<file path="config.mk">
export PLATFORM = sky130hd
export DESIGN_NAME = ram_hidden_reader
export DESIGN_NICKNAME = d
export VERILOG_FILES = /design/src/rtl/ram_hidden_reader_pkg.sv /design/src/rtl/ram_hidden_reader.sv
export SDC_FILE = /design/constraint.sdc
export NUM_CORES = 1
export LEC_CHECK = 0
export CAP_MARGIN = 20
export CORE_ASPECT_RATIO = 0.8
export CORE_MARGIN = 1.5
export CORE_UTILIZATION = 44
export DETAILED_ROUTE_END_ITERATION = 12
export PLACE_DENSITY = 0.79
export RECOVER_POWER = 50
export SETUP_SLACK_MARGIN = 0.4
export SLEW_MARGIN = 25
export SYNTH_ARGS = -nofsm -noshare
export SYNTH_HDL_FRONTEND = slang
export SYNTH_SLANG_ARGS = --single-unit
</file>
<file path="constraint.sdc">
create_clock -name clk -period 2.1 [get_ports clk]
set_input_delay 0.315 -clock clk [delete_from_list [all_inputs] [get_ports clk]]
set_output_delay 0.315 -clock clk [all_outputs]
set_load 0.02 [all_outputs]
</file>
<file path="src/rtl/ram_hidden_reader_pkg.sv">
// Shared definitions for the hidden-unit RAM: default geometry and reader states.
// Imported by the RAM, the hidden-layer writer and the reader.
package ram_hidden_reader_pkg;

  localparam int HIDDEN_DATA_WIDTH = 8;
  localparam int HIDDEN_ADDR_WIDTH = 5;

  typedef enum logic [1:0] {
    ST_IDLE   = 2'd0,
    ST_STREAM = 2'd1,
    ST_DONE   = 2'd2
  } reader_state_t;

endpackage

</file>
<file path="src/rtl/ram_hidden_reader.sv">
// Sweeps a contiguous hidden-RAM address range and streams each word over valid/ready.
// The RAM has a registered read address, so the next address is presented one beat early.
module ram_hidden_reader
  import ram_hidden_reader_pkg::*;
#(
  parameter int DATA_WIDTH = HIDDEN_DATA_WIDTH,
  parameter int ADDR_WIDTH = HIDDEN_ADDR_WIDTH
) (
  input  logic                  clk,
  input  logic                  rst_n,
  input  logic                  start,
  input  logic [ADDR_WIDTH-1:0] start_addr,
  input  logic [ADDR_WIDTH:0]   len,
  output logic [ADDR_WIDTH-1:0] ram_addr,
  input  logic [DATA_WIDTH-1:0] ram_q,
  output logic [DATA_WIDTH-1:0] out_data,
  output logic                  out_valid,
  input  logic                  out_ready,
  output logic                  out_last,
  output logic                  busy,
  output logic                  done
);

  reader_state_t         r_state;
  logic [ADDR_WIDTH-1:0] r_ptr;
  logic [ADDR_WIDTH:0]   r_remaining;

  reader_state_t         w_state_next;
  logic [ADDR_WIDTH-1:0] w_ptr_next;
  logic [ADDR_WIDTH:0]   w_remaining_next;
  logic [ADDR_WIDTH-1:0] w_ptr_inc;
  logic                  w_handshake;

  assign w_ptr_inc = r_ptr + 1'b1;
  assign out_data  = ram_q;

  always_ff @(posedge clk) begin
    if (!rst_n) begin
      r_state     <= ST_IDLE;
      r_ptr       <= '0;
      r_remaining <= '0;
    end else begin
      r_state     <= w_state_next;
      r_ptr       <= w_ptr_next;
      r_remaining <= w_remaining_next;
    end
  end

  always_comb begin
    w_state_next     = r_state;
    w_ptr_next       = r_ptr;
    w_remaining_next = r_remaining;
    w_handshake      = 1'b0;
    ram_addr         = r_ptr;
    out_valid        = 1'b0;
    out_last         = 1'b0;
    busy             = 1'b0;
    done             = 1'b0;

    unique case (r_state)
      ST_IDLE: begin
        // RAM samples start_addr on the start edge so the first beat is ready next cycle.
        ram_addr = start_addr;
        if (start) begin
          if (len != '0) begin
            w_ptr_next       = start_addr;
            w_remaining_next = len;
            w_state_next     = ST_STREAM;
          end else begin
            w_state_next = ST_DONE;
          end
        end
      end

      ST_STREAM: begin
        busy        = 1'b1;
        out_valid   = 1'b1;
        out_last    = (r_remaining == {{ADDR_WIDTH{1'b0}}, 1'b1});
        w_handshake = out_ready;
        // Look ahead on acceptance for back-to-back beats; hold otherwise to keep ram_q stable.
        ram_addr    = w_handshake ? w_ptr_inc : r_ptr;
        if (w_handshake) begin
          w_ptr_next       = w_ptr_inc;
          w_remaining_next = r_remaining - 1'b1;
          if (out_last) begin
            w_state_next = ST_DONE;
          end
        end
      end

      ST_DONE: begin
        busy         = 1'b1;
        done         = 1'b1;
        w_state_next = ST_IDLE;
      end

      default: begin
        w_state_next = ST_IDLE;
      end
    endcase
  end

endmodule
</file>
# --- After elaboration in Yosys (flattened, before gate mapping) ---
# Cells that the tools add are included.
totals:
  out_inout_bits: 17
  elab_cells: 37
  in_bits: 23
  reg_bits: 13
op_classes:
  add_sub_neg: 2
  eq_ne: 7
  muxes: 18
  reduce_logical: 7
op_table:
  columns: ["op", "count"]
  rows:
  - ["5-bit one-hot mux with 2 select lines", 2]
  - ["6-bit 2-to-1 mux", 3]
  - ["5-bit 2-to-1 mux", 3]
  - ["6-bit one-hot mux with 2 select lines", 1]
  - ["2-bit 2-to-1 mux", 4]
  - ["2-bit != test (second input constant)", 4]
  - ["6-bit by 1-bit == test with 1-bit output (second input constant)", 1]
  - ["3-bit AND reduction", 2]
  - ["6-bit nonzero test", 1]
  - ["6-bit by 1-bit subtractor with 6-bit output (second input constant)", 1]
  - ["5-bit by 1-bit adder with 5-bit output (second input constant)", 1]
  - ["1-bit 2-to-1 mux", 4]
  - ["2-bit one-hot mux with 2 select lines", 1]
  - ["4-bit AND reduction", 1]
  - ["2-bit by 1-bit == test with 1-bit output (second input constant)", 1]
  - ["2-bit == test (second input constant)", 1]
  - ["2-bit logical NOT", 1]
  - ["2-bit nonzero test", 1]
  - ["2-bit OR reduction", 1]

# --- Depth between registers and ports, before layout ---
# Gate-level depths: netlist (run 1).
depth:
  ltp_word: 4
  mapped_depth: 8
  mapped_depth_nobuf: 6

# --- Worst setup path before layout (run 1) ---
# Ideal clock, no wire load.
synth_path:
  kind: "register -> output"
  start: "reg r_state[1]"
  end: "out out_last"
  arrival_ns: 1.824
  required_time_ns: 1.785
  slack_ns: -0.039
  path_stages_with_launch: 7
  path_buffers: 2
  path_cell_list: "dfxtp_1 inv_1 ha_1 buf_2 inv_1 clkbuf_1 nor4_1"
synth_between:
  elab_chain_len: 2
synth_lines:
  columns: ["element", "line", "source"]
  rows:
  - ["from (decl)", "ram_hidden_reader.sv:24", "reader_state_t r_state;"]
  - ["from (signal assigned)", "ram_hidden_reader.sv:43", "r_state <= w_state_next;"]
  - ["2-bit by 1-bit == test with 1-bit output", "ram_hidden_reader.sv:60", "unique case (r_state)"]
  - ["1-bit 2-to-1 mux", "ram_hidden_reader.sv:60", null]
  - ["to (decl)", "ram_hidden_reader.sv:19", "output logic out_last,"]
# Every way passes these cells.

# --- Final worst setup path (run 1) ---
layout_path:
  start: "reg r_state[0]"
  end: "out ram_addr[2]"
layout_between:
  elab_chain_len: 2
  word_cells_on_any_way: 3
  classes_between: "eq/ne: 1; mux: 1; reduce/logical: 1"
layout_lines:
  columns: ["element", "line", "source"]
  rows:
  - ["2-bit by 1-bit == test with 1-bit output / 2-bit logical NOT (equally long branches)", "ram_hidden_reader.sv:60", null]
  - ["5-bit one-hot mux with 2 select lines *", "ram_hidden_reader.sv:60", null]
  - ["to (decl)", "ram_hidden_reader.sv:14", "output logic [ADDR_WIDTH-1:0] ram_addr,"]
# Every way passes the cells marked *; elsewhere a longest branch is shown, timed or not.

==> impl_results.html, run 1 <==
<table>
<tr><th>Metric</th><th>Value</th></tr>
<tr><th colspan="2">Worst setup path</th></tr>
<tr><td>Gate family responsible for the most delay along the worst path</td><td>compound AO/OA/AOI/OAI gates</td></tr>
<tr><td>Worst setup path startpoint</td><td>r_state[0]$_SDFFE_PN0P_</td></tr>
<tr><td>CP max stage delay</td><td>0.40 ns</td></tr>
<tr><td>Class of the most critical setup path</td><td>reg2out</td></tr>
<tr><td>Worst R2R End</td><td>r_remaining[1]$_SDFFE_PN0P_</td></tr>
<tr><td>R2R cell count</td><td>10</td></tr>
<tr><td>Reg2reg setup slack</td><td>0.15 ns</td></tr>
<tr><td>Startpoint of the worst-slack reg-to-reg timing path</td><td>r_state[0]$_SDFFE_PN0P_</td></tr>
<tr><td>Worst Setup End Kind</td><td>output port</td></tr>
<tr><td>Buffers and inverters on the worst path</td><td>2</td></tr>
<tr><td>Critical-path cell list</td><td>ha_4 -&gt; clkinvlp_4 -&gt; a21oi_1 -&gt; o21ai_0 -&gt; o211ai_1 -&gt; buf_2</td></tr>
<tr><td>Worst Path Max Fanout</td><td>5</td></tr>
<tr><td>CP Data Required Time</td><td>between 1.5 and 2 ns</td></tr>
<tr><td>Arrival time of the worst setup path</td><td>1.68 ns</td></tr>
<tr><td>Critical path launch point type</td><td>register</td></tr>
<tr><td>Cell with the largest stage delay on the worst path</td><td>sky130_fd_sc_hd__dfxtp_1</td></tr>
<tr><th colspan="2">STA</th></tr>
<tr><td>Peak clock frequency supported by timing</td><td>between 500 and 600 MHz</td></tr>
<tr><td>Worst Hold Slack</td><td>0.495 ns</td></tr>
<tr><td>Shortest period the worst path allows</td><td>~2 ns</td></tr>
<tr><td>Worst clock skew</td><td>0.0125 ns</td></tr>
<tr><td>RSZ-0062 raised after global routing</td><td>yes</td></tr>
<tr><td>Hold violation total from the final report</td><td>0</td></tr>
<tr><td>Final count of pins violating max slew</td><td>0</td></tr>
<tr><td>Slew margin rel.</td><td>0.670</td></tr>
<tr><td>Transition time of the tightest slew-check pin</td><td>~0.5 ns</td></tr>
<tr><td>Share of the clock period used by the worst path after layout</td><td>0.950</td></tr>
<tr><td>Worst Slack Setup Final</td><td>0.104 ns</td></tr>
<tr><td># setup viols final</td><td>0</td></tr>
<tr><th colspan="2">Power</th></tr>
<tr><td>VDD IR max</td><td>519 µV</td></tr>
<tr><td>Power density relative to cell area</td><td>767 nW/µm²</td></tr>
<tr><td>Static Leak</td><td>about 0.68 nW</td></tr>
<tr><td>Overall power</td><td>1.30 mW</td></tr>
<tr><th colspan="2">Clock tree</th></tr>
<tr><td>Total clock buffers created by CTS</td><td>3</td></tr>
<tr><td>CTS H-tree depth</td><td>1</td></tr>
<tr><td>Clock Pin Slew Worst Setup and Hold Paths</td><td>0.10 ns</td></tr>
<tr><td>Maximum clock path buffer count</td><td>2</td></tr>
<tr><td>Later-pin clock latency in the skew report</td><td>0.30 ns</td></tr>
<tr><td>Clk Tree Root Cell</td><td>sky130_fd_sc_hd__clkbuf_4</td></tr>
<tr><td>Clock Sink Count</td><td>13</td></tr>
<tr><td>Clock tree from TritonCTS</td><td>built</td></tr>
<tr><th colspan="2">Global route</th></tr>
<tr><td>Number of antenna violations at the first check in global routing</td><td>0</td></tr>
<tr><td>Pin count of the biggest net entering global routing</td><td>14</td></tr>
<tr><td>Via count of the first global-routing pass</td><td>1206</td></tr>
<tr><td>Total overflow reported by the global router</td><td>0</td></tr>
<tr><td>Total routing resource utilization after global routing</td><td>0.269</td></tr>
<tr><td>Global-route wire length before repair</td><td>about 5700 µm</td></tr>
<tr><th colspan="2">Floorplanning</th></tr>
<tr><td>Die ar.</td><td>2790 µm²</td></tr>
<tr><td>Die span in x</td><td>between 50 and 60 µm</td></tr>
<tr><td>Top-level I/O count</td><td>40</td></tr>
<tr><td>Area of the core region</td><td>2250 µm²</td></tr>
<tr><td>Row count</td><td>15</td></tr>
<tr><td>Initial cell density of the core</td><td>0.484</td></tr>
<tr><td>Vertical die dimension</td><td>around 48 µm</td></tr>
<tr><th colspan="2">Min path</th></tr>
<tr><td>Count of cells along the worst hold path</td><td>2</td></tr>
<tr><td>Min-delay src</td><td>r_remaining[3]$_SDFFE_PN0P_</td></tr>
<tr><td>Worst Hold End</td><td>r_remaining[3]$_SDFFE_PN0P_</td></tr>
<tr><td>HP Class</td><td>reg2reg</td></tr>
<tr><th colspan="2">Logic synthesis</th></tr>
<tr><td>Largest cells by area after synthesis</td><td>sky130_fd_sc_hd__dfxtp_1, sky130_fd_sc_hd__ha_1, sky130_fd_sc_hd__a21oi_1</td></tr>
<tr><td>Main flop type after synthesis</td><td>sky130_fd_sc_hd__dfxtp_1</td></tr>
<tr><td>Flip-flop and latch count after synthesis</td><td>13</td></tr>
<tr><td>Post-Synthesis Net Count</td><td>166</td></tr>
<tr><td>Area share of the leading cell type in the synthesized netlist</td><td>0.239</td></tr>
<tr><td>Number of flops mapped to enable cells by yosys</td><td>0</td></tr>
<tr><td>Yosys synthesis warning count</td><td>0</td></tr>
<tr><td>Number of library cell types mapped by synthesis</td><td>between 40 and 50</td></tr>
<tr><td>Fraction of registers with async set or reset after synthesis</td><td>0</td></tr>
<tr><td>Syn_area_per_cell</td><td>7.95 µm²</td></tr>
<tr><td>Mapped Cells</td><td>137</td></tr>
<tr><td>Sequential fraction of the synthesis area</td><td>0.239</td></tr>
<tr><td>Synth area leader</td><td>sky130_fd_sc_hd__dfxtp_1</td></tr>
<tr><td>Post-synthesis instance area</td><td>1090 µm²</td></tr>
<tr><th colspan="2">Routing</th></tr>
<tr><td>Pre-Repair DR Iteration Count</td><td>4</td></tr>
<tr><td>Total Wirelength</td><td>3800 µm</td></tr>
<tr><td>Number of antenna-violating nets in the routed design</td><td>0</td></tr>
<tr><td>Total number of vias</td><td>1308</td></tr>
<tr><td>Vias per std cell</td><td>6.44</td></tr>
<tr><td>Drt wl/cell</td><td>18.7 µm</td></tr>
<tr><td>DRC Markers</td><td>0</td></tr>
<tr><td>Violation count after the first detailed-routing iteration</td><td>69</td></tr>
<tr><th colspan="2">Placed design</th></tr>
<tr><td>Pre-CTS WS</td><td>-0.279 ns</td></tr>
<tr><td>Port bufs</td><td>23</td></tr>
<tr><td>Post-DP HPWL</td><td>2510 µm</td></tr>
<tr><td>Instance area after placement</td><td>between 1000 and 1500 µm²</td></tr>
<tr><td>Final Wtd Congestion</td><td>0.831</td></tr>
<tr><th colspan="2">Cells and area</th></tr>
<tr><td>Ratio of cells with drive above 1 in the final layout</td><td>0.382</td></tr>
<tr><td>Util after Layout</td><td>0.755</td></tr>
<tr><td>Post-layout net count</td><td>208</td></tr>
<tr><td>Synth-to-Final Area Change</td><td>56.0%</td></tr>
<tr><td>Post-route design area</td><td>approximately 1700 µm²</td></tr>
<tr><td>Antenna diode count</td><td>0</td></tr>
<tr><th colspan="2">Run status</th></tr>
<tr><td>Result of the run</td><td>finished clean</td></tr>
<tr><th colspan="2">Job</th></tr>
<tr><td>Max Cap Violations</td><td>0</td></tr>
</table>
## kinds of logic after synthesis
group	after synthesis	synth area share
muxes	4	0.0390
AOI/OAI and AO/OA	52	0.354
and+or+nand+nor	38	0.186
buffers and inverters	24	0.114
DFF	13	0.239
adders and majority gates	6	0.0689
## worst reg2reg max path, cell delays in order, from the launching register on
cell                       delay [ns]
sky130_fd_sc_hd__dfxtp_1         0.35
sky130_fd_sc_hd__inv_2           0.08
sky130_fd_sc_hd__ha_4            0.14
sky130_fd_sc_hd__buf_4           0.11
sky130_fd_sc_hd__buf_8           0.12
sky130_fd_sc_hd__inv_4           0.04
sky130_fd_sc_hd__buf_6           0.11
sky130_fd_sc_hd__nor4_1          0.38
sky130_fd_sc_hd__clkbuf_1        0.28
sky130_fd_sc_hd__o21ai_1         0.13
sky130_fd_sc_hd__a21oi_2         0.15
## per-stage QoR
stage / instances / TNS (ns)
after floorplan: 137 / 0
after global placement: 188 / -0.813
after detailed placement: 188 / -1.05
after CTS: 198 / 0
after global routing: 203 / 0
final: 203 / 0
## power breakdown
part	total [mW]	leakage, nW	switching [mW]	internal (mW)
Sequential	0.345	0.108	0.0546	0.290
Clock	0.170	0.0150	0.0960	0.0740
Combinational	0.789	0.556	0.401	0.388
## Yosys cell counts (all sizes together), types with 4 or more instances
master,n
a21oi,13
ha,6
nand2,12
buf,11
o311ai,4
nor2,10
o31ai,4
dfxtp,13
inv,8
clkbuf,4
o21ai,9
## final cells by class
| cell class | instances | area [µm²] |
|---|---|---|
| fill | 156 | 552 |
| inverter | 9 | 42.5 |
| sequential | 13 | 264 |
| tap | 25 | 31.3 |
| multi-input combinational | 100 | 853 |
| timing repair buffer | 52 | 483 |
| clock buffer | 4 | 26.3 |
## registers in the layout (all words and copies together) (netlist names)
name / flops
r_ptr: 5
r_remaining: 6
r_state: 2
## what timing repair did
item                                    in CTS  in global routing
endpoints found under the setup margin      21                 18
pin swaps                                    9                 17
setup buffers                                6                  4
cloned                                       0                  1
gates resized for setup                     60                 25
hold buffers                                 0                  0
## placed cells by master, fill, tap and decap left out, types with 2 or more instances in the layout
cell type	count
sky130_fd_sc_hd__a21o_1	3
sky130_fd_sc_hd__a21oi_1	11
sky130_fd_sc_hd__a21oi_2	2
sky130_fd_sc_hd__a221o_1	2
sky130_fd_sc_hd__buf_4	21
sky130_fd_sc_hd__buf_6	10
sky130_fd_sc_hd__clkbuf_1	2
sky130_fd_sc_hd__clkbuf_4	3
sky130_fd_sc_hd__clkdlybuf4s50_1	10
sky130_fd_sc_hd__dfxtp_1	10
sky130_fd_sc_hd__dfxtp_2	3
sky130_fd_sc_hd__dlygate4sd2_1	6
sky130_fd_sc_hd__ha_1	3
sky130_fd_sc_hd__ha_4	3
sky130_fd_sc_hd__inv_1	4
sky130_fd_sc_hd__inv_4	2
sky130_fd_sc_hd__mux2_4	2
sky130_fd_sc_hd__mux2i_1	2
sky130_fd_sc_hd__nand2_1	11
sky130_fd_sc_hd__nand4_1	2
sky130_fd_sc_hd__nor2_1	9
sky130_fd_sc_hd__nor3_4	2
sky130_fd_sc_hd__nor4_1	2
sky130_fd_sc_hd__o211ai_1	3
sky130_fd_sc_hd__o21ai_0	5
sky130_fd_sc_hd__o21ai_1	3
sky130_fd_sc_hd__o311ai_4	2
sky130_fd_sc_hd__o31a_1	3
sky130_fd_sc_hd__o31ai_1	4
sky130_fd_sc_hd__or3_4	2
## how the worst max path moves through the flow
stage / to / slack, ns / cells after the start
floorplan: ram_addr[3] / 0.40 / 6
global placement: ram_addr[3] / -0.24 / 5
detailed placement: ram_addr[3] / -0.28 / 5
CTS: ram_addr[4] / 0.15 / 7
global route: r_remaining[1]$_SDFFE_PN0P_ / 0.02 / 10
finish: ram_addr[2] / 0.10 / 6
## layer usage
layer / routed length (µm) / global-route usage / vias to the layer above
met4: 93 / 0.105 / 0
met5: 0 / 0 / -
met3: 261 / 0.0649 / 11
met2: 1880 / 0.456 / 64
li1: - / - / 590
met1: 1570 / 0.339 / 643
(Power assumes the default switching activity.)
==> run 2, diff against run 1 <==
- ABC_AREA: default -> 1
- PLACE_DENSITY: 0.79 -> 0.8
- REMOVE_ABC_BUFFERS: default -> 1
==> run 2 against run 1 <==
Utilization down 6.5 points. Non-clock buffer count fell by 10. Final area down 9.3%. Die area is 0.86% lower. Cell count is 21% higher. Highest routed layer unchanged. Critical path type unchanged. Count of clock-buffer cells in the layout did not move. Fmax up 4.3%. Clock power about the same. Power grew 67%.
==> impl_results.html, run 2 <==
<table>
<tr><th>Metric</th><th>Value</th></tr>
<tr><th colspan="2">Run status</th></tr>
<tr><td>Result of the run</td><td>finished clean</td></tr>
<tr><th colspan="2">Cells and area</th></tr>
<tr><td>Largest register FFs</td><td>6</td></tr>
<tr><td>Largest registers</td><td>r_remaining x6, r_ptr x5, r_state x2</td></tr>
<tr><td>Most flops, register</td><td>r_remaining</td></tr>
<tr><td>Antenna diode count</td><td>0</td></tr>
<tr><td>Ratio of cells with drive above 1 in the final layout</td><td>0.218</td></tr>
<tr><td>Commonest non-fill, non-tap cell in the layout</td><td>sky130_fd_sc_hd__nand2_1</td></tr>
<tr><td>Highest-count cells in the layout ignoring fill and taps</td><td>sky130_fd_sc_hd__nand2_1, sky130_fd_sc_hd__nor2_1, sky130_fd_sc_hd__inv_1, sky130_fd_sc_hd__buf_4, sky130_fd_sc_hd__clkdlybuf4s50_1</td></tr>
<tr><td>Post-route design area</td><td>1540 µm²</td></tr>
<tr><td>Non-filler instance count after layout</td><td>around 250</td></tr>
<tr><td>Post-layout net count</td><td>250</td></tr>
<tr><td>Synth-to-Final Area Change</td><td>42.8%</td></tr>
<tr><th colspan="2">STA</th></tr>
<tr><td>Hold violation total from the final report</td><td>0</td></tr>
<tr><td>Share of the clock period used by the worst path after layout</td><td>0.911</td></tr>
<tr><td>Peak clock frequency supported by timing</td><td>522 MHz</td></tr>
<tr><td>Final count of pins violating max slew</td><td>0</td></tr>
<tr><td>Worst Slack Setup Final</td><td>0.186 ns</td></tr>
<tr><td>Shortest period the worst path allows</td><td>1.91 ns</td></tr>
<tr><td>Transition time of the tightest slew-check pin</td><td>0.538 ns</td></tr>
<tr><td>Slew margin rel.</td><td>0.640</td></tr>
<tr><td>Worst clock skew</td><td>0.00831 ns</td></tr>
<tr><td>RSZ-0062 raised after global routing</td><td>yes</td></tr>
<tr><td>Worst Hold Slack</td><td>about 0.56 ns</td></tr>
<tr><td># setup viols final</td><td>0</td></tr>
<tr><th colspan="2">Worst setup path</th></tr>
<tr><td>R2R cell count</td><td>8</td></tr>
<tr><td>Worst Path Max Fanout</td><td>6</td></tr>
<tr><td>Class of the most critical setup path</td><td>reg2out</td></tr>
<tr><td>Worst Setup End Kind</td><td>output port</td></tr>
<tr><td>Critical path launch point type</td><td>register</td></tr>
<tr><td>Arrival time of the worst setup path</td><td>1.60 ns</td></tr>
<tr><td>CP Data Required Time</td><td>1.78 ns</td></tr>
<tr><th colspan="2">Clock tree</th></tr>
<tr><td>Clk Tree Root Cell</td><td>sky130_fd_sc_hd__clkbuf_4</td></tr>
<tr><td>Maximum clock path buffer count</td><td>2</td></tr>
<tr><td>Later-pin clock latency in the skew report</td><td>approximately 0.29 ns</td></tr>
<tr><td>Clock Pin Slew Worst Setup and Hold Paths</td><td>about 0.090 ns</td></tr>
<tr><td>Total clock buffers created by CTS</td><td>3</td></tr>
<tr><td>Clock tree from TritonCTS</td><td>built</td></tr>
<tr><td>Clock Sink Count</td><td>13</td></tr>
<tr><td>CTS H-tree depth</td><td>1</td></tr>
<tr><th colspan="2">Global route</th></tr>
<tr><td>Pin count of the biggest net entering global routing</td><td>14</td></tr>
<tr><td>Total routing resource utilization after global routing</td><td>0.250</td></tr>
<tr><td>Via count of the first global-routing pass</td><td>1124</td></tr>
<tr><td>Global-route wire length before repair</td><td>around 5000 µm</td></tr>
<tr><td>Number of antenna violations at the first check in global routing</td><td>0</td></tr>
<tr><td>Total overflow reported by the global router</td><td>0</td></tr>
<tr><th colspan="2">Min path</th></tr>
<tr><td>HP Class</td><td>reg2reg</td></tr>
<tr><td>Count of cells along the worst hold path</td><td>2</td></tr>
<tr><th colspan="2">Logic synthesis</th></tr>
<tr><td>XOR/XNOR Fraction of Synth Area</td><td>0</td></tr>
<tr><td>Leading post-synthesis cells by instance count</td><td>sky130_fd_sc_hd__nand2_1, sky130_fd_sc_hd__nor2_1, sky130_fd_sc_hd__inv_1</td></tr>
<tr><td>Post-synthesis instance area</td><td>1080 µm²</td></tr>
<tr><td>Main flop type after synthesis</td><td>sky130_fd_sc_hd__dfxtp_1</td></tr>
<tr><td>Number of flops mapped to enable cells by yosys</td><td>0</td></tr>
<tr><td>Combinational family with the most area after synthesis</td><td>simple AND/OR/NAND/NOR gates</td></tr>
<tr><td>Flip-flop and latch count after synthesis</td><td>13</td></tr>
<tr><td>Mapped Cells</td><td>roughly 190</td></tr>
<tr><td>Area fraction in and, or, nand and nor cells after synthesis</td><td>0.409</td></tr>
<tr><td>Fraction of registers with async set or reset after synthesis</td><td>0</td></tr>
<tr><td>Sequential fraction of the synthesis area</td><td>0.241</td></tr>
<tr><td>Fraction of synthesized area in multiplexers</td><td>0</td></tr>
<tr><td>Yosys synthesis warning count</td><td>0</td></tr>
<tr><td>Synth area leader</td><td>sky130_fd_sc_hd__dfxtp_1</td></tr>
<tr><td>Area share of the leading cell type in the synthesized netlist</td><td>0.241</td></tr>
<tr><td>Cell with the most instances after synthesis</td><td>sky130_fd_sc_hd__nand2_1</td></tr>
<tr><td>Largest cells by area after synthesis</td><td>sky130_fd_sc_hd__dfxtp_1, sky130_fd_sc_hd__nand2_1, sky130_fd_sc_hd__nor2_1</td></tr>
<tr><td>Adder-cell share of the synthesized area</td><td>0.0695</td></tr>
<tr><td>Share of the synthesized area in compound gates (AO/OA/AOI/OAI)</td><td>0.112</td></tr>
<tr><td>Syn_area_per_cell</td><td>~5.8 µm²</td></tr>
<tr><td>Number of library cell types mapped by synthesis</td><td>20</td></tr>
<tr><th colspan="2">Routing</th></tr>
<tr><td>Vias per std cell</td><td>5.47</td></tr>
<tr><td>Violation count after the first detailed-routing iteration</td><td>74</td></tr>
<tr><td>DRC Markers</td><td>0</td></tr>
<tr><td>Drt wl/cell</td><td>~14 µm</td></tr>
<tr><td>Met2 wirelength from detailed routing</td><td>1660 µm</td></tr>
<tr><td>Highest routed metal layer</td><td>met4</td></tr>
<tr><td>Met3 wire length</td><td>369 µm</td></tr>
<tr><td>Total Wirelength</td><td>approximately 3500 µm</td></tr>
<tr><td>Detailed-routing wirelength on met1</td><td>1370 µm</td></tr>
<tr><td>Number of antenna-violating nets in the routed design</td><td>0</td></tr>
<tr><td>Total number of vias</td><td>1340</td></tr>
<tr><td>Pre-Repair DR Iteration Count</td><td>5</td></tr>
<tr><th colspan="2">Floorplanning</th></tr>
<tr><td>Vertical die dimension</td><td>47.3 µm</td></tr>
<tr><td>Area of the core region</td><td>roughly 2200 µm²</td></tr>
<tr><td>Row count</td><td>15</td></tr>
<tr><td>Top-level I/O count</td><td>40</td></tr>
<tr><td>Initial cell density of the core</td><td>0.483</td></tr>
<tr><td>Die span in x</td><td>58.4 µm</td></tr>
<tr><td>Die ar.</td><td>between 2000 and 3000 µm²</td></tr>
<tr><th colspan="2">Power</th></tr>
<tr><td>Clock group share of total power</td><td>0.078</td></tr>
<tr><td>Static Leak</td><td>between 0.7 and 0.8 nW</td></tr>
<tr><td>Power density relative to cell area</td><td>1410 nW/µm²</td></tr>
<tr><td>Internal power consumption</td><td>roughly 1.1 mW</td></tr>
<tr><td>VDD IR max</td><td>approximately 730 µV</td></tr>
<tr><td>Net Sw Power</td><td>1.08 mW</td></tr>
<tr><td>Switching part of the total power</td><td>0.497</td></tr>
<tr><td>Proportion of power drawn by combinational gates</td><td>0.726</td></tr>
<tr><td>Share of total power in sequential cells</td><td>0.196</td></tr>
<tr><th colspan="2">Job</th></tr>
<tr><td>Max Cap Violations</td><td>0</td></tr>
<tr><th colspan="2">Placed design</th></tr>
<tr><td>Instance area after placement</td><td>1330 µm²</td></tr>
<tr><td>Final Wtd Congestion</td><td>between 0.9 and 1</td></tr>
<tr><td>Port bufs</td><td>23</td></tr>
<tr><td>Post-DP HPWL</td><td>2150 µm</td></tr>
<tr><td>Number of cells after detailed placement</td><td>230</td></tr>
<tr><td>Pre-CTS WS</td><td>-0.144 ns</td></tr>
</table>
-- run 2: area by class of cell --
class | instances | area [µm²]
inverter | 25 | 109
timing repair buffer | 42 | 392
clock buffer | 4 | 26.3
fill | 187 | 692
sequential | 13 | 263
tap | 25 | 31.3
multi-input combinational | 136 | 721
-- run 2: power by group through the flow --
stage          Sequential [mW]  Clock (mW)  Combinational, mW
6_report                 0.425       0.171               1.58
5_1_grt                  0.438       0.183               1.71
4_1_cts                  0.424       0.173               1.36
3_5_place_dp             0.420           0               1.28
3_3_place_gp             0.414           0               1.26
2_1_floorplan            0.400           0              0.822
-- run 2: worst paths after layout --
kind	start	endpoint	slack (ns)
min	r_state[0]$_SDFFE_PN0P_	r_state[0]$_SDFFE_PN0P_	0.56
min reg2reg	r_state[0]$_SDFFE_PN0P_	r_state[0]$_SDFFE_PN0P_	0.56
max	r_state[0]$_SDFFE_PN0P_	ram_addr[1]	0.19
max reg2reg	r_state[0]$_SDFFE_PN0P_	r_ptr[0]$_SDFFE_PN0P_	0.21
-- run 2: cell families (layout without fill, tap and decap cells) --
family          count (synthesis)  in the layout
simple gates                  108            109
buf+inv                        37             71
compound gates                 21             21
flops                          13             13
fa+ha+maj                       6              6
-- run 2: through the flow --
step / util / TNS, ns / total power, mW
4_1_cts: 0.647 / 0 / 1.96
2_1_floorplan: - / 0 / 1.22
3_3_place_gp: 0.597 / -0.418 / 1.67
6_report: 0.690 / 0 / 2.18
5_1_grt: 0.690 / 0 / 2.33
3_5_place_dp: 0.597 / -0.454 / 1.70
-- run 2: worst max-delay path, cell delays in order (launching register included) --
cell,delay [ns]
sky130_fd_sc_hd__dfxtp_1,0.34
sky130_fd_sc_hd__inv_1,0.11
sky130_fd_sc_hd__ha_2,0.24
sky130_fd_sc_hd__buf_6,0.14
sky130_fd_sc_hd__inv_1,0.09
sky130_fd_sc_hd__o221ai_1,0.21
sky130_fd_sc_hd__buf_4,0.18
-- run 2: layer usage --
layer  track usage  up-vias
li1              -      654
met1         0.298      600
met2         0.420       78
met3        0.0882        8
met4        0.0977        0
met5             0        -
-- run 2: timing repair --
item | CTS | global route
gates resized for setup | 55 | 23
hold buffers | 0 | 0
cloned | 0 | 1
pin swaps | 5 | 4
buffers inserted | 5 | 5
endpoints found under the setup margin | 15 | 17
==> run 3, diff against run 2 <==
- CORE_UTILIZATION: 44 -> 55
- DONT_BUFFER_PORTS: default -> 1
- PLACE_DENSITY: 0.8 -> 0.7
==> run 3 against run 2 <==
Die area down 19%. Count of clock-buffer cells in the layout did not move. Setup slack improved by 0.065 ns. Clock power is 2% higher. Largest cell class unchanged. Critical path type is now reg2reg. Global-route usage up 4.5 points. Non-clock buffer count shrank 23. Flip-flop and latch count stayed put. Sequential power is 4% higher. Register-to-register slack better by 0.04 ns. Utilization rose by 4.8 points.
==> impl_results.html, run 3 (synthesized netlist as in run 2, its figures left out) <==
<table>
<tr><th>Metric</th><th>Value</th></tr>
<tr><th colspan="2">Power</th></tr>
<tr><td>Share of total power in sequential cells</td><td>0.205</td></tr>
<tr><td>Proportion of power drawn by combinational gates</td><td>0.713</td></tr>
<tr><td>Switching part of the total power</td><td>0.498</td></tr>
<tr><td>Static Leak</td><td>0.670 nW</td></tr>
<tr><td>Power density relative to cell area</td><td>1570 nW/µm²</td></tr>
<tr><td>Net Sw Power</td><td>1.07 mW</td></tr>
<tr><td>Internal power consumption</td><td>1.08 mW</td></tr>
<tr><td>VDD IR max</td><td>slightly above 1000 µV</td></tr>
<tr><td>Clock group share of total power</td><td>0.082</td></tr>
<tr><th colspan="2">Clock tree</th></tr>
<tr><td>Clock tree from TritonCTS</td><td>built</td></tr>
<tr><td>Later-pin clock latency in the skew report</td><td>0.30 ns</td></tr>
<tr><td>Clk Tree Root Cell</td><td>sky130_fd_sc_hd__clkbuf_4</td></tr>
<tr><td>Clock Sink Count</td><td>13</td></tr>
<tr><td>Maximum clock path buffer count</td><td>2</td></tr>
<tr><td>Total clock buffers created by CTS</td><td>3</td></tr>
<tr><td>Clock Pin Slew Worst Setup and Hold Paths</td><td>roughly 0.090 ns</td></tr>
<tr><td>CTS H-tree depth</td><td>1</td></tr>
<tr><th colspan="2">STA</th></tr>
<tr><td>Share of the clock period used by the worst path after layout</td><td>0.881</td></tr>
<tr><td>Final count of pins violating max slew</td><td>0</td></tr>
<tr><td>Slew margin rel.</td><td>0.710</td></tr>
<tr><td>Setup TNS after final layout</td><td>0 ns</td></tr>
<tr><td>Peak clock frequency supported by timing</td><td>541 MHz</td></tr>
<tr><td>RSZ-0062 raised after global routing</td><td>yes</td></tr>
<tr><td>Hold violation total from the final report</td><td>0</td></tr>
<tr><td># setup viols final</td><td>0</td></tr>
<tr><td>Shortest period the worst path allows</td><td>1.85 ns</td></tr>
<tr><td>Worst Hold Slack</td><td>about 0.12 ns</td></tr>
<tr><td>Worst Slack Setup Final</td><td>roughly 0.25 ns</td></tr>
<tr><td>Transition time of the tightest slew-check pin</td><td>between 0.4 and 0.5 ns</td></tr>
<tr><td>Worst clock skew</td><td>around 0.0027 ns</td></tr>
<tr><th colspan="2">Cells and area</th></tr>
<tr><td>Synth-to-Final Area Change</td><td>26.9%</td></tr>
<tr><td>Util after Layout</td><td>0.738</td></tr>
<tr><td>Post-layout net count</td><td>226</td></tr>
<tr><td>Ratio of cells with drive above 1 in the final layout</td><td>0.240</td></tr>
<tr><td>Highest-count cells in the layout ignoring fill and taps</td><td>sky130_fd_sc_hd__nand2_1, sky130_fd_sc_hd__nor2_1, sky130_fd_sc_hd__inv_1, sky130_fd_sc_hd__buf_4, sky130_fd_sc_hd__dfxtp_1</td></tr>
<tr><td>Antenna diode count</td><td>0</td></tr>
<tr><td>Fill cell count</td><td>approximately 150</td></tr>
<tr><td>Largest registers</td><td>r_remaining x6, r_ptr x5, r_state x2</td></tr>
<tr><td>Most flops, register</td><td>r_remaining</td></tr>
<tr><td>Commonest non-fill, non-tap cell in the layout</td><td>sky130_fd_sc_hd__nand2_1</td></tr>
<tr><td>Largest register FFs</td><td>6</td></tr>
<tr><th colspan="2">Worst setup path</th></tr>
<tr><td>Worst Setup End Kind</td><td>register</td></tr>
<tr><td>Reg2reg setup slack</td><td>0.25 ns</td></tr>
<tr><td>R2R cell count</td><td>10</td></tr>
<tr><td>Startpoint of the worst-slack reg-to-reg timing path</td><td>r_state[1]$_SDFFE_PN0P_</td></tr>
<tr><td>CP max stage delay</td><td>0.39 ns</td></tr>
<tr><td>Worst R2R End</td><td>r_remaining[0]$_SDFFE_PN0P_</td></tr>
<tr><td>Critical path launch point type</td><td>register</td></tr>
<tr><td>Gate family responsible for the most delay along the worst path</td><td>simple AND/OR/NAND/NOR gates</td></tr>
<tr><td>Arrival time of the worst setup path</td><td>2.09 ns</td></tr>
<tr><td>Buffers and inverters on the worst path</td><td>4</td></tr>
<tr><td>Cell with the largest stage delay on the worst path</td><td>sky130_fd_sc_hd__dfxtp_1</td></tr>
<tr><td>Critical-path cell list</td><td>inv_4 -&gt; ha_4 -&gt; inv_4 -&gt; buf_6 -&gt; o21ai_1 -&gt; inv_1 -&gt; nand3_1 -&gt; nand2_1 -&gt; nand2_1 -&gt; nor2_1</td></tr>
<tr><td>CP Data Required Time</td><td>2.34 ns</td></tr>
<tr><td>Class of the most critical setup path</td><td>reg2reg</td></tr>
<tr><td>Worst Path Max Fanout</td><td>11</td></tr>
<tr><th colspan="2">Placed design</th></tr>
<tr><td>Final Wtd Congestion</td><td>0.844</td></tr>
<tr><td>Pre-CTS WS</td><td>0.364 ns</td></tr>
<tr><td>Port bufs</td><td>0</td></tr>
<tr><td>Post-DP HPWL</td><td>1870 µm</td></tr>
<tr><th colspan="2">Floorplanning</th></tr>
<tr><td>Vertical die dimension</td><td>42.6 µm</td></tr>
<tr><td>Top-level I/O count</td><td>40</td></tr>
<tr><td>Die span in x</td><td>52.5 µm</td></tr>
<tr><td>Die ar.</td><td>2240 µm²</td></tr>
<tr><td>Row count</td><td>14</td></tr>
<tr><td>Area of the core region</td><td>approximately 1900 µm²</td></tr>
<tr><td>Initial cell density of the core</td><td>0.582</td></tr>
<tr><th colspan="2">Min path</th></tr>
<tr><td>Min-delay src</td><td>rst_n</td></tr>
<tr><td>HP Class</td><td>in2reg</td></tr>
<tr><td>Worst Hold End</td><td>r_remaining[3]$_SDFFE_PN0P_</td></tr>
<tr><td>Count of cells along the worst hold path</td><td>2</td></tr>
<tr><th colspan="2">Global route</th></tr>
<tr><td>Total routing resource utilization after global routing</td><td>0.295</td></tr>
<tr><td>Via count of the first global-routing pass</td><td>1094</td></tr>
<tr><td>Pin count of the biggest net entering global routing</td><td>14</td></tr>
<tr><td>Number of antenna violations at the first check in global routing</td><td>0</td></tr>
<tr><td>Total overflow reported by the global router</td><td>0</td></tr>
<tr><td>Global-route wire length before repair</td><td>approximately 4800 µm</td></tr>
<tr><th colspan="2">Routing</th></tr>
<tr><td>Number of antenna-violating nets in the routed design</td><td>0</td></tr>
<tr><td>Vias per std cell</td><td>5.59</td></tr>
<tr><td>Pre-Repair DR Iteration Count</td><td>4</td></tr>
<tr><td>Drt wl/cell</td><td>between 10 and 15 µm</td></tr>
<tr><td>DRC Markers</td><td>0</td></tr>
<tr><td>Total Wirelength</td><td>3260 µm</td></tr>
<tr><td>Violation count after the first detailed-routing iteration</td><td>48</td></tr>
<tr><td>Total number of vias</td><td>1229</td></tr>
<tr><th colspan="2">Job</th></tr>
<tr><td>Max Cap Violations</td><td>0</td></tr>
<tr><th colspan="2">Run status</th></tr>
<tr><td>Result of the run</td><td>finished clean</td></tr>
</table>
[run 3: changes by cell type in the layout (fill, tap and decap cells not counted), moves of 2 or more]
cell / change
sky130_fd_sc_hd__buf_6: -3
sky130_fd_sc_hd__clkdlybuf4s50_1: -13
sky130_fd_sc_hd__nand2_1: -2
sky130_fd_sc_hd__o21ai_0: +2
sky130_fd_sc_hd__ha_4: +2
sky130_fd_sc_hd__inv_2: -2
sky130_fd_sc_hd__buf_4: -3
sky130_fd_sc_hd__inv_4: +3
sky130_fd_sc_hd__nor2_4: +2
sky130_fd_sc_hd__o21ai_1: -2
sky130_fd_sc_hd__dlygate4sd2_1: -3
[run 3: worst max-delay path by stage]
| stage | depth (start not counted) | start | endpoint | slack [ns] |
|---|---|---|---|---|
| after floorplan | 5 | r_state[1]$_SDFFE_PN0P_ | ram_addr[0] | 0.27 |
| after global placement | 6 | r_state[0]$_SDFFE_PN0P_ | ram_addr[1] | 0.44 |
| after detailed placement | 6 | r_state[1]$_SDFFE_PN0P_ | ram_addr[1] | 0.36 |
| after CTS | 6 | r_state[1]$_SDFFE_PN0P_ | ram_addr[1] | 0.38 |
| after global routing | 10 | r_state[1]$_SDFFE_PN0P_ | r_remaining[0]$_SDFFE_PN0P_ | 0.14 |
| final | 10 | r_state[1]$_SDFFE_PN0P_ | r_remaining[0]$_SDFFE_PN0P_ | 0.25 |
[run 3: metrics by stage]
stage                     cell area (µm²)  instances  power (mW)
after detailed placement             1070        203        1.46
after global placement               1070        203        1.44
after CTS                            1330        216        2.00
after floorplan                       992        173        1.22
after global routing                 1370        220        2.31
final                                1370        220        2.15
[run 3: area by class of cell]
type,instances,area [µm²],area share
flip-flops and latches,13,263,0.192
clock buffers,4,26.3,0.0192
multi-input cells,135,759,0.554
repair buffers,19,188,0.137
well taps,24,30.0,0.0219
inverters,25,104,0.0758
[run 3: layer usage]
layer	global-route usage	share of wire	vias up
met5	0	0	-
met4	0.123	0.020	0
met3	0.146	0.084	10
met2	0.460	0.48	61
met1	0.338	0.41	554
li1	-	-	604
[run 3: worst register-to-register path: stages (launching register included)]
cell,delay [ns]
sky130_fd_sc_hd__dfxtp_1,0.39
sky130_fd_sc_hd__inv_4,0.06
sky130_fd_sc_hd__ha_4,0.19
sky130_fd_sc_hd__inv_4,0.07
sky130_fd_sc_hd__buf_6,0.13
sky130_fd_sc_hd__o21ai_1,0.06
sky130_fd_sc_hd__inv_1,0.14
sky130_fd_sc_hd__nand3_1,0.36
sky130_fd_sc_hd__nand2_1,0.19
sky130_fd_sc_hd__nand2_1,0.08
sky130_fd_sc_hd__nor2_1,0.11
[run 3: power by group through the flow]
stage	Combinational [mW]	Clock, mW	Sequential [mW]
after floorplan	0.822	0	0.400
after global placement	1.02	0	0.417
after detailed placement	1.04	0	0.423
after CTS	1.40	0.170	0.435
after global routing	1.67	0.190	0.449
final	1.53	0.175	0.441
[run 3: repair_timing]
item                                    in CTS  in global routing
endpoints found under the hold margin        0                  0
endpoints found under the setup margin       5                  8
hold buffers                                 0                  0
pin swaps                                    7                  7
buffers inserted                             8                  4
cloned                                       1                  0
gates resized for setup                     37                  8
